## src/rtl/alu_mul_seq_pkg.sv

```systemverilog
// Shared definitions for the shift-add multiply sequencer: the datapath ALU
// opcode set and the sequencer state encoding.
package alu_mul_seq_pkg;

  // ALU opcodes as decoded by the shared datapath ALU.
  typedef enum logic [3:0] {
    AND = 4'b0000,
    OR  = 4'b0001,
    ADD = 4'b0010,
    LSH = 4'b0011,
    RSH = 4'b0100,
    SUB = 4'b0110,
    SLT = 4'b0111,
    NOR = 4'b1100
  } alu_op_t;

  typedef enum logic [2:0] {
    IDLE,
    ADD_S,
    SHL_S,
    SHR_S,
    DONE_S
  } mul_state_t;

endpackage

```

## src/rtl/alu_mul_seq.sv

```systemverilog
// Multi-cycle unsigned multiplier that borrows the shared ALU for ADD/LSH/RSH
// steps. Define ALU_MUL_EARLY_EXIT_EN to stop as soon as no multiplier bits remain.
module alu_mul_seq
  import alu_mul_seq_pkg::*;
#(
  parameter int WIDTH = 8,
  parameter int ITERS = 8
) (
  input  logic             Clk,
  input  logic             Reset,
  input  logic             start,
  input  logic [WIDTH-1:0] op_a,
  input  logic [WIDTH-1:0] op_b,
  output logic             busy,
  output logic             done,
  output logic [WIDTH-1:0] result,
  output logic [WIDTH-1:0] alu_a,
  output logic [WIDTH-1:0] alu_b,
  output logic [3:0]       alu_op,
  input  logic [WIDTH-1:0] alu_out,
  input  logic             alu_zero
);

  localparam logic [2:0] LAST_CNT = 3'(ITERS - 1);

  mul_state_t       state_q;
  logic [WIDTH-1:0] prod_q;
  logic [WIDTH-1:0] mcand_q;
  logic [WIDTH-1:0] mplier_q;
  logic [WIDTH-1:0] result_q;
  logic [2:0]       cnt_q;
  logic             busy_q;
  logic             done_q;
  logic             shr_exit;
  logic             zero_start;

`ifdef ALU_MUL_EARLY_EXIT_EN
  // alu_zero reflects the shifted multiplier during SHR: nothing left to add.
  assign shr_exit   = (cnt_q == LAST_CNT) || alu_zero;
  assign zero_start = (op_b == '0);
`else
  logic unused_alu_zero;
  assign unused_alu_zero = alu_zero;
  assign shr_exit        = (cnt_q == LAST_CNT);
  assign zero_start      = 1'b0;
`endif

  always_comb begin
    alu_op = LSH;
    alu_a  = '0;
    alu_b  = '0;
    case (state_q)
      ADD_S: begin
        alu_op = ADD;
        alu_a  = prod_q;
        alu_b  = mcand_q;
      end
      SHL_S: begin
        alu_op = LSH;
        alu_a  = mcand_q;
      end
      SHR_S: begin
        alu_op = RSH;
        alu_a  = mplier_q;
      end
      default: ;
    endcase
  end

  always_ff @(posedge Clk) begin
    if (Reset) begin
      state_q  <= IDLE;
      prod_q   <= '0;
      mcand_q  <= '0;
      mplier_q <= '0;
      result_q <= '0;
      cnt_q    <= '0;
      busy_q   <= 1'b0;
      done_q   <= 1'b0;
    end else begin
      case (state_q)
        IDLE: begin
          if (start) begin
            mcand_q  <= op_a;
            mplier_q <= op_b;
            prod_q   <= '0;
            cnt_q    <= '0;
            busy_q   <= 1'b1;
            if (zero_start) begin
              state_q  <= DONE_S;
              result_q <= '0;
              done_q   <= 1'b1;
            end else if (op_b[0]) begin
              state_q <= ADD_S;
            end else begin
              state_q <= SHL_S;
            end
          end
        end
        ADD_S: begin
          prod_q  <= alu_out;
          state_q <= SHL_S;
        end
        SHL_S: begin
          mcand_q <= alu_out;
          state_q <= SHR_S;
        end
        SHR_S: begin
          mplier_q <= alu_out;
          cnt_q    <= cnt_q + 3'd1;
          if (shr_exit) begin
            state_q  <= DONE_S;
            result_q <= prod_q;
            done_q   <= 1'b1;
          end else if (alu_out[0]) begin
            state_q <= ADD_S;
          end else begin
            state_q <= SHL_S;
          end
        end
        DONE_S: begin
          state_q <= IDLE;
          busy_q  <= 1'b0;
          done_q  <= 1'b0;
        end
        default: begin
          state_q <= IDLE;
          busy_q  <= 1'b0;
          done_q  <= 1'b0;
        end
      endcase
    end
  end

  assign busy   = busy_q;
  assign done   = done_q;
  assign result = result_q;

endmodule

```

## config.mk

```make
export PLATFORM = sky130hd
export DESIGN_NAME = alu_mul_seq
export DESIGN_NICKNAME = d
export VERILOG_FILES = /design/src/rtl/alu_mul_seq_pkg.sv /design/src/rtl/alu_mul_seq.sv
export SDC_FILE = /design/constraint.sdc
export NUM_CORES = 1
export LEC_CHECK = 0
export CELL_PAD_IN_SITES_DETAIL_PLACEMENT = 0
export CELL_PAD_IN_SITES_GLOBAL_PLACEMENT = 2
export CORE_ASPECT_RATIO = 0.8
export CORE_MARGIN = 1
export CORE_UTILIZATION = 28
export CTS_CLUSTER_SIZE = 12
export DETAILED_ROUTE_END_ITERATION = 12
export PLACE_DENSITY = 0.83
export SYNTH_ARGS = -nofsm -noshare
export SYNTH_HDL_FRONTEND = slang
export SYNTH_SLANG_ARGS = --single-unit
```

## constraint.sdc

```tcl
create_clock -name Clk -period 1.4 [get_ports Clk]
set_input_delay 0.14 -clock Clk [delete_from_list [all_inputs] [get_ports Clk]]
set_output_delay 0.14 -clock Clk [all_outputs]
set_load 0.05 [all_outputs]
```

==> flow_metrics.tcl, run 1 <==
set metrics [dict create \
    die-height_microns 79.7 \
    crit_chain "buf_6 > buf_6 > nor3b_4 > buf_6 > and2_4 > buf_12" \
    endpoint_kind "output pin" \
    hold_viol_final 0 \
    drv_slew 0 \
    final_net_count 342 \
    grt_util_all_layers 0.170 \
    synth_largest_type_area_fraction 0.379 \
    first_pass_iters 4 \
    cell_types_occupying_the_most_area_after_synthesis "sky130_fd_sc_hd__dfxtp_1, sky130_fd_sc_hd__a21oi_1, sky130_fd_sc_hd__a211oi_2" \
    fin_setup_tns_ps -8190 \
    failed_checks "setup timing" \
    critical_path_class "flip-flop to output pin" \
    setup_viol 39 \
    cellLeakagePower_uw 0.00138 \
    core_region_area_sq_um 7090 \
    post_route_cells_drive_above_1_share 0.497 \
    post_synthesis_cell_count 231 \
    cts_hold_buffers 0 \
    start_util 0.298 \
    flip_flop_and_latch_count_after_synthesis 40 \
    netlist_area_sq_um 2110 \
    combPwrFrac 0.318 \
    clock-root-buffer "sky130_fd_sc_hd__clkbuf_8" \
    placement.io_buffers 55 \
    vdd.ir_drop.worst_uv 407 \
    post-route-period-util 1.22 \
    power_switching_share 0.312 \
    number_of_global_route_vias_before_repair 2005 \
    synth.lib_cells_used.distinct 40 \
    hold_path.class "input port to flip-flop" \
    grt_remaining_overflow 0 \
    cts.sink_count 40 \
    synth_enable_flop_cells 0 \
    detailedRoute.firstIterationViolations 51 \
    critical_path.max_stage_delay_ps 380 \
    routed_wl_microns 6340 \
    num_vias 1962 \
    skew_ps 7.87 \
    critical_path.most_common_cell "sky130_fd_sc_hd__buf_6" \
    clkPwrFrac 0.298 \
    clk_pin_slew_ps 90 \
    intPower_uw 2300 \
    synth_area_per_cell_sq_um 9.15 \
    cts_htree_levels 2 \
    worst_skew_pair.late_latency_ps 300 \
    worst_ep_required_time_ps 1260 \
    cts_tree "yes" \
    seq_power_share 0.384 \
    async_reset_ff_frac 0 \
    post-route-min-period_ps 1710 \
    grt_antenna_before_repair 0 \
    wl_per_cell_microns 15.9 \
    cp_max_fo 8 \
    insertedDiodeCount 0 \
    fmax_mhz 586 \
    power-per-cell-area_nw_per_um2 917 \
    power.net_switching_uw 1040 \
    grt_max_degree 31 \
    count_of_antenna_violating_nets_left_after_detailed_routing 0 \
    route.detailed.vias_per_inst 4.92 \
    drcViolationCount 0 \
    slowest_stage "sky130_fd_sc_hd__dfxtp_4" \
    worst-endpoint-arrival_ps 1570 \
    critical_path_launch_point_type "flip-flop" \
    run_status "finished with violations" \
    dp.final_hpwl_microns 4360 \
    final_cell_mix "sky130_fd_sc_hd__dfxtp_1, sky130_fd_sc_hd__buf_12, sky130_fd_sc_hd__buf_4" \
    die-width_microns 99.2 \
    layout.cells.most_common "sky130_fd_sc_hd__dfxtp_1" \
    synth.net_count 262 \
    synth.yosys.seq_area_share 0.379 \
    yosys.area.top_type "sky130_fd_sc_hd__dfxtp_1" \
    cap_violations 0 \
    gp_routability_congestion 0.772 \
    rsz0062_at_grt "true" \
    grt_pass1_wl_microns 10200 \
    dieArea_sq_um 7910 \
    dominantRegCellSynth "sky130_fd_sc_hd__dfxtp_1" \
    finalWorstSetupSlack_ps -307 \
    row_count 27 \
    cts_bufs_inserted 5 \
    clock_path_buffers 2 \
    yosysWarnings 0 \
    design.portCount 58 \
    area_growth_syn_to_layout_pct 72.1 \
    finalPower_uw 3340 \
]
-- kinds of logic after synthesis --
group                      Yosys count  share of synthesized area
DFF                                 40                      0.379
and+or+nand+nor                     83                      0.220
muxes                               16                     0.0805
AOI/OAI and AO/OA                   65                      0.230
other                                1                    0.00177
adders and majority gates            3                     0.0178
buffers and inverters               23                     0.0710
-- flip-flops by register name (all words and copies together), names as in the netlist --
| register | flops |
|---|---|
| result | 8 |
| busy | 1 |
| state_q | 3 |
| cnt_q | 3 |
| done | 1 |
| prod_q | 8 |
| mcand_q | 8 |
| mplier_q | 8 |
-- layout make-up --
| type | count | area [sq um] |
|---|---|---|
| fillers | 651 | 3460 |
| multi-input cells | 168 | 1400 |
| repair buffers | 94 | 1190 |
| flip-flops and latches | 40 | 808 |
| well taps | 87 | 109 |
| clock buffers | 5 | 68.8 |
| clock inverters | 3 | 46.3 |
| inverters | 2 | 11.3 |
-- stage by stage --
| stage | hold WS, ps | std cells | utilization | area [sq um] | setup WS [ps] |
|---|---|---|---|---|---|
| after global routing | 439 | 399 | 0.513 | 3640 | -339 |
| after floorplan | 220 | 231 | - | 2210 | -64.9 |
| after CTS | 440 | 399 | 0.506 | 3590 | -315 |
| after global placement | 452 | 380 | 0.452 | 3210 | -175 |
| after detailed placement | 451 | 380 | 0.452 | 3210 | -188 |
| final | 439 | 399 | 0.513 | 3640 | -307 |
-- worst max-delay path: cells and delay by family, from the launching register on --
family                 cells  cell delay [ps]
DFF                        1              380
and+or+nand+nor            2              350
buffers and inverters      4              530
-- power by group through the flow --
stage | Sequential [uW] | Combinational [uW] | Clock, uW
finish | 1280 | 1060 | 995
global route | 1290 | 1120 | 1060
CTS | 1280 | 1040 | 1010
detailed placement | 1300 | 884 | 0
global placement | 1300 | 880 | 0
floorplan | 1290 | 539 | 0
-- metal layers --
layer | part of all wire | wire length, microns | GRT usage | vias up
li1 | - | - | - | 983
met1 | 0.49 | 3090 | 0.224 | 921
met4 | 0.0096 | 61 | 0.0485 | 0
met5 | 0 | 0 | 0 | -
met2 | 0.46 | 2920 | 0.280 | 50
met3 | 0.041 | 258 | 0.0368 | 8
-- cell usage after synthesis, types with 2 or more instances --
cell type	number
sky130_fd_sc_hd__dfxtp_1	40
sky130_fd_sc_hd__a21oi_1	29
sky130_fd_sc_hd__nand2_1	27
sky130_fd_sc_hd__nor3_1	19
sky130_fd_sc_hd__nor2_1	11
sky130_fd_sc_hd__a211oi_2	9
sky130_fd_sc_hd__and2_1	8
sky130_fd_sc_hd__buf_2	8
sky130_fd_sc_hd__mux2_2	8
sky130_fd_sc_hd__mux2i_1	8
sky130_fd_sc_hd__o21ai_0	8
sky130_fd_sc_hd__o22ai_2	8
sky130_fd_sc_hd__a22oi_1	7
sky130_fd_sc_hd__buf_4	4
sky130_fd_sc_hd__buf_6	3
sky130_fd_sc_hd__clkbuf_1	3
sky130_fd_sc_hd__ha_1	3
sky130_fd_sc_hd__nand3_1	3
sky130_fd_sc_hd__buf_1	2
sky130_fd_sc_hd__inv_1	2
sky130_fd_sc_hd__nor2b_1	2
-- path summary, 6_finish.rpt --
kind | startpoint | endpoint | slack, ps | cells after the start
max | state_q[1] | alu_b[2] | -310 | 6
min reg2reg | result[4] | result[4] | 460 | 2
max reg2reg | state_q[1] | mplier_q[0] | -250 | 6
min | op_b[1] | mplier_q[1] | 440 | 3
-- timing repair --
action	in CTS	in global routing
buffers inserted	10	1
resized for setup	49	13
gates cloned	1	0
endpoints found under the setup margin	40	56
pin swaps	15	11
Power figures use the tool's default switching activity.
==> inputs of run 2 (changes only) <==
--- a/constraint.sdc
+++ b/constraint.sdc
@@ -3,2 +3,2 @@
 set_output_delay 0.14 -clock Clk [all_outputs]
-set_load 0.05 [all_outputs]
+set_load 0.02 [all_outputs]
==> flow_metrics.tcl, run 2 (synthesized netlist as in run 1, its figures left out) <==
set metrics [dict create \
    run_status "finished with violations" \
    failed_checks "setup timing" \
    cellLeakagePower_uw 0.00153 \
    finish.instance_area_sq_um 3620 \
    crit-reg2reg-capture "mplier_q[0]" \
    routed_wl_microns 6860 \
    min_to "result[3]" \
    fin_setup_tns_ps -4820 \
    hold_viol_final 0 \
    timing.reg2reg.setup_slack_ps -170 \
    worst-endpoint-arrival_ps 1490 \
    clk_pin_slew_ps 80 \
    grt_remaining_overflow 0 \
    dp.final_hpwl_microns 4610 \
    use_met3 0.0464 \
    drv_slew 0 \
    final_net_count 364 \
    cap_violations 0 \
    critical_path_class "flip-flop to output pin" \
    clock-root-buffer "sky130_fd_sc_hd__clkbuf_8" \
    design.portCount 58 \
    finalPower_uw 3250 \
    count_of_antenna_violating_nets_left_after_detailed_routing 0 \
    rsz0062_at_grt "true" \
    utilization 0.510 \
    worstReg2RegStart "state_q[1]" \
    num_vias 2087 \
    insertedDiodeCount 0 \
    cts_tree "yes" \
    cts_htree_levels 2 \
    use_met1 0.245 \
    row_count 27 \
    grt_max_degree 29 \
    worst_r2r_path_depth 6 \
    core_region_area_sq_um 7090 \
    area_growth_syn_to_layout_pct 71.2 \
    grt_pass1_wl_microns 10700 \
    timing.hold.worst_path_depth 2 \
    grt_util_all_layers 0.178 \
    grt.busiest_layer "met2" \
    start_util 0.298 \
    critical_path_launch_point_type "flip-flop" \
    endpoint_kind "output pin" \
    cp_max_fo 6 \
    gp_routability_congestion 0.763 \
    placement.io_buffers 55 \
    final_cell_mix "sky130_fd_sc_hd__buf_4, sky130_fd_sc_hd__dfxtp_1, sky130_fd_sc_hd__clkdlybuf4s50_1" \
    detailedRoute.firstIterationViolations 59 \
    wl_per_cell_microns 16.3 \
    vdd.ir_drop.worst_uv 397 \
    number_of_global_route_vias_before_repair 2039 \
    cts_bufs_inserted 5 \
    drcViolationCount 0 \
    fmax_mhz 612 \
    grt_antenna_before_repair 0 \
    setup_viol 29 \
    die-height_microns 79.7 \
    cts.sink_count 40 \
    worst_ep_required_time_ps 1260 \
    cts_hold_buffers 0 \
    min_from "result[3]" \
    route.detailed.vias_per_inst 4.96 \
    dp_worst_setup_slack_ps -392 \
    clock_path_buffers 2 \
    post_dp_cell_area_sq_um 2970 \
    post_route_cells_drive_above_1_share 0.536 \
    skew_ps 4.69 \
    finalWorstSetupSlack_ps -233 \
    post-route-min-period_ps 1630 \
    layout.cells.most_common "sky130_fd_sc_hd__buf_4" \
    hold_path.class "flip-flop to flip-flop" \
    power-per-cell-area_nw_per_um2 898 \
    post-route-period-util 1.17 \
    worst_skew_pair.late_latency_ps 300 \
    dieArea_sq_um 7910 \
    first_pass_iters 4 \
    die-width_microns 99.2 \
    global_route.usage.met2 0.276 \
]
==> run 2: worst max-delay path: stages, from the launching register on <==
cell	delay (ps)
sky130_fd_sc_hd__dfxtp_4	380
sky130_fd_sc_hd__buf_12	120
sky130_fd_sc_hd__mux2_2	350
sky130_fd_sc_hd__a22oi_2	130
sky130_fd_sc_hd__nor2_1	60
sky130_fd_sc_hd__buf_4	150
==> run 2: timing repair <==
item,CTS,global route
setup endpoints to repair,40,58
pin swaps,29,17
cloned,1,0
gates resized for setup,152,69
buffers inserted,12,8
==> run 2: power by group <==
| part | internal (uW) | total [uW] | switching (uW) |
|---|---|---|---|
| logic | 534 | 994 | 460 |
| clock network | 528 | 977 | 449 |
| registers | 1210 | 1280 | 69.1 |
==> run 2: area by class of cell <==
class / count / area (sq um)
multi-input combinational: 168 / 1470
clock buffer: 5 / 68.8
inverter: 2 / 7.51
clock inverter: 3 / 42.5
timing repair buffer: 116 / 1110
sequential: 40 / 816
tap: 87 / 109
fill: 641 / 3470
==> run 2: worst max-delay path by stage <==
stage	slack, ps	endpoint	startpoint
finish	-230	alu_a[2]	state_q[1]
global route	-290	alu_a[6]	state_q[1]
CTS	-230	alu_a[1]	state_q[1]
detailed placement	-390	alu_op[2]	state_q[1]
global placement	-390	alu_b[7]	state_q[0]
floorplan	40	alu_a[1]	state_q[1]
==> run 2: metrics by stage <==
stage,hold WS (ps),cells
floorplan,220,231
global route,470,421
global placement,442,395
CTS,457,414
detailed placement,449,395
finish,454,421
==> run 2: per-layer routing <==
layer	vias up	wire, microns
met5	-	0
met4	0	57
met3	7	364
met2	56	3190
met1	997	3250
li1	1027	-
==> inputs of run 3 (changes only) <==
- CORE_ASPECT_RATIO: 0.8 -> not set
==> flow_metrics.tcl, run 3 (synthesized netlist as in run 1, its figures left out) <==
set metrics [dict create \
    run_status "finished with violations" \
    failed_checks "setup timing" \
    cp.buffers_inverters 4 \
    die-height_microns 88.9 \
    area_growth_syn_to_layout_pct 65.4 \
    gp_routability_congestion 0.771 \
    post_dp_cell_area_sq_um 2960 \
    worstMarginPinSlew_ps 496 \
    placement.io_buffers 55 \
    critical_path.most_common_cell "sky130_fd_sc_hd__buf_6" \
    clock-root-buffer "sky130_fd_sc_hd__clkbuf_8" \
    routed_wl_microns 6450 \
    drcViolationCount 0 \
    final_cell_mix "sky130_fd_sc_hd__buf_4, sky130_fd_sc_hd__dfxtp_1, sky130_fd_sc_hd__clkdlybuf4s50_1, sky130_fd_sc_hd__buf_6, sky130_fd_sc_hd__nand2_1" \
    cts.sink_count 40 \
    dp.final_hpwl_microns 4670 \
    number_of_global_route_vias_before_repair 2077 \
    cp_max_fo 7 \
    worstSetupStartpoint "state_q[1]" \
    worst_skew_pair.late_latency_ps 300 \
    slowest_stage "sky130_fd_sc_hd__dfxtp_4" \
    hold_path.class "input port to flip-flop" \
    endpoint_kind "output pin" \
    drv_slew 0 \
    die-width_microns 88.9 \
    critical_path_class "flip-flop to output pin" \
    post-route-period-util 1.20 \
    clk_pin_slew_ps 90 \
    grt_antenna_before_repair 0 \
    fin_hold_ws_ps 437 \
    hold_viol_final 0 \
    first_pass_iters 4 \
    core_region_area_sq_um 7290 \
    vdd.ir_drop.worst_uv 464 \
    critical_path_launch_point_type "flip-flop" \
    num_vias 2031 \
    worst-endpoint-arrival_ps 1540 \
    rsz0062_at_grt "true" \
    timing.critical_path.to "alu_b[5]" \
    detailedRoute.firstIterationViolations 52 \
    worst_r2r_path_depth 8 \
    cellLeakagePower_uw 0.00155 \
    post_route_cells_drive_above_1_share 0.512 \
    fmax_mhz 595 \
    clock_path_buffers 2 \
    insertedDiodeCount 0 \
    skew_ps 8.14 \
    design.portCount 58 \
    setup_viol 54 \
    grt_util_all_layers 0.173 \
    timing.slew.headroom 0.669 \
    critPathTopFamily "buffers and inverters" \
    wl_per_cell_microns 15.3 \
    layout.cells.most_common "sky130_fd_sc_hd__buf_4" \
    route.detailed.vias_per_inst 4.82 \
    crit_chain "buf_6 > buf_6 > nor3b_4 > buf_6 > and2_4 > buf_6" \
    cts_tree "yes" \
    grt_pass1_wl_microns 10200 \
    cts_hold_buffers 0 \
    timing.reg2reg.setup_slack_ps -240 \
    finish.instance_area_sq_um 3500 \
    power-per-cell-area_nw_per_um2 909 \
    crit-reg2reg-capture "cnt_q[0]" \
    critical_path.max_stage_delay_ps 360 \
    worstReg2RegStart "state_q[1]" \
    cts_bufs_inserted 5 \
    count_of_antenna_violating_nets_left_after_detailed_routing 0 \
    start_util 0.290 \
    critical_path_cell_count 6 \
    cap_violations 0 \
    post-route-min-period_ps 1680 \
    worst_ep_required_time_ps 1260 \
    grt_remaining_overflow 0 \
    cts_htree_levels 2 \
    final_net_count 352 \
    num-fill-cells 728 \
    grt_max_degree 26 \
    finalWorstSetupSlack_ps -280 \
    dieArea_sq_um 7900 \
    row_count 31 \
]
==> run 3: changes by cell type in the layout (fill, tap and decap cells not counted), moves of 3 or more <==
cell,delta
sky130_fd_sc_hd__nand2_1,-7
sky130_fd_sc_hd__nor3_4,-4
sky130_fd_sc_hd__nand2_4,+5
sky130_fd_sc_hd__o21ai_2,+5
sky130_fd_sc_hd__dlymetal6s2s_1,+3
sky130_fd_sc_hd__o21ai_1,-4
sky130_fd_sc_hd__mux2_4,+3
sky130_fd_sc_hd__nor3_1,+11
sky130_fd_sc_hd__dfxtp_1,+3
sky130_fd_sc_hd__mux2_2,-3
sky130_fd_sc_hd__a21oi_1,-4
sky130_fd_sc_hd__buf_4,-10
sky130_fd_sc_hd__nor3_2,-7
==> run 3: cell type report <==
cell class              instances  area [sq um]  share of cell area
well taps                      99           124              0.0354
repair buffers                104          1010               0.288
flip-flops and latches         40           810               0.231
clock buffers                   5          68.8              0.0197
clock inverters                 3          47.5              0.0136
multi-input cells             168          1430               0.410
inverters                       2          7.51             0.00215
==> run 3: how the worst min path moves through the flow <==
stage / startpoint / end / slack, ps / cells after the start
after floorplan: Reset / state_q[0] / 220 / 1
after global placement: result[5] / result[5] / 450 / 2
after detailed placement: result[5] / result[5] / 450 / 2
after CTS: op_b[1] / mplier_q[1] / 420 / 3
after global routing: op_b[1] / mplier_q[1] / 440 / 3
final: op_b[1] / mplier_q[1] / 440 / 3
==> run 3: routing by layer <==
metal,wire length [microns],track usage,share of wire
met1,2940,0.216,0.46
met2,3190,0.298,0.49
met3,229,0.0425,0.036
met4,89,0.0455,0.014
met5,0,0,0
==> run 3: per-stage QoR <==
stage                      util  setup TNS (ps)  instances  power [uW]  worst slack [ps]
after floorplan               -               0        231        1720              38.2
after global placement    0.406           -9000        404        2020              -390
after detailed placement  0.406           -9720        404        2020              -411
after CTS                 0.449           -8220        421        3130              -304
after global routing      0.480          -11070        421        3340              -347
final                     0.480           -7960        421        3180              -280
==> run 3: tightest hold or removal path: stages <==
cell and delay (ps):
sky130_fd_sc_hd__clkdlybuf4s50_1 410, sky130_fd_sc_hd__o22ai_2 90, sky130_fd_sc_hd__nor3_1 60
==> run 3: repair_timing <==
item / 4_1_cts / 5_1_grt
endpoints found under the setup margin: 51 / 64
gates resized for setup: 144 / 68
pin swaps: 15 / 25
buffers inserted: 10 / 2
gates cloned: 0 / 0
==> run 3: power breakdown <==
group / internal [uW] / switching [uW] / total [uW]
sequential: 1210 / 65.7 / 1280
combinational: 482 / 428 / 910
clock: 537 / 453 / 991
total: 2230 / 947 / 3180
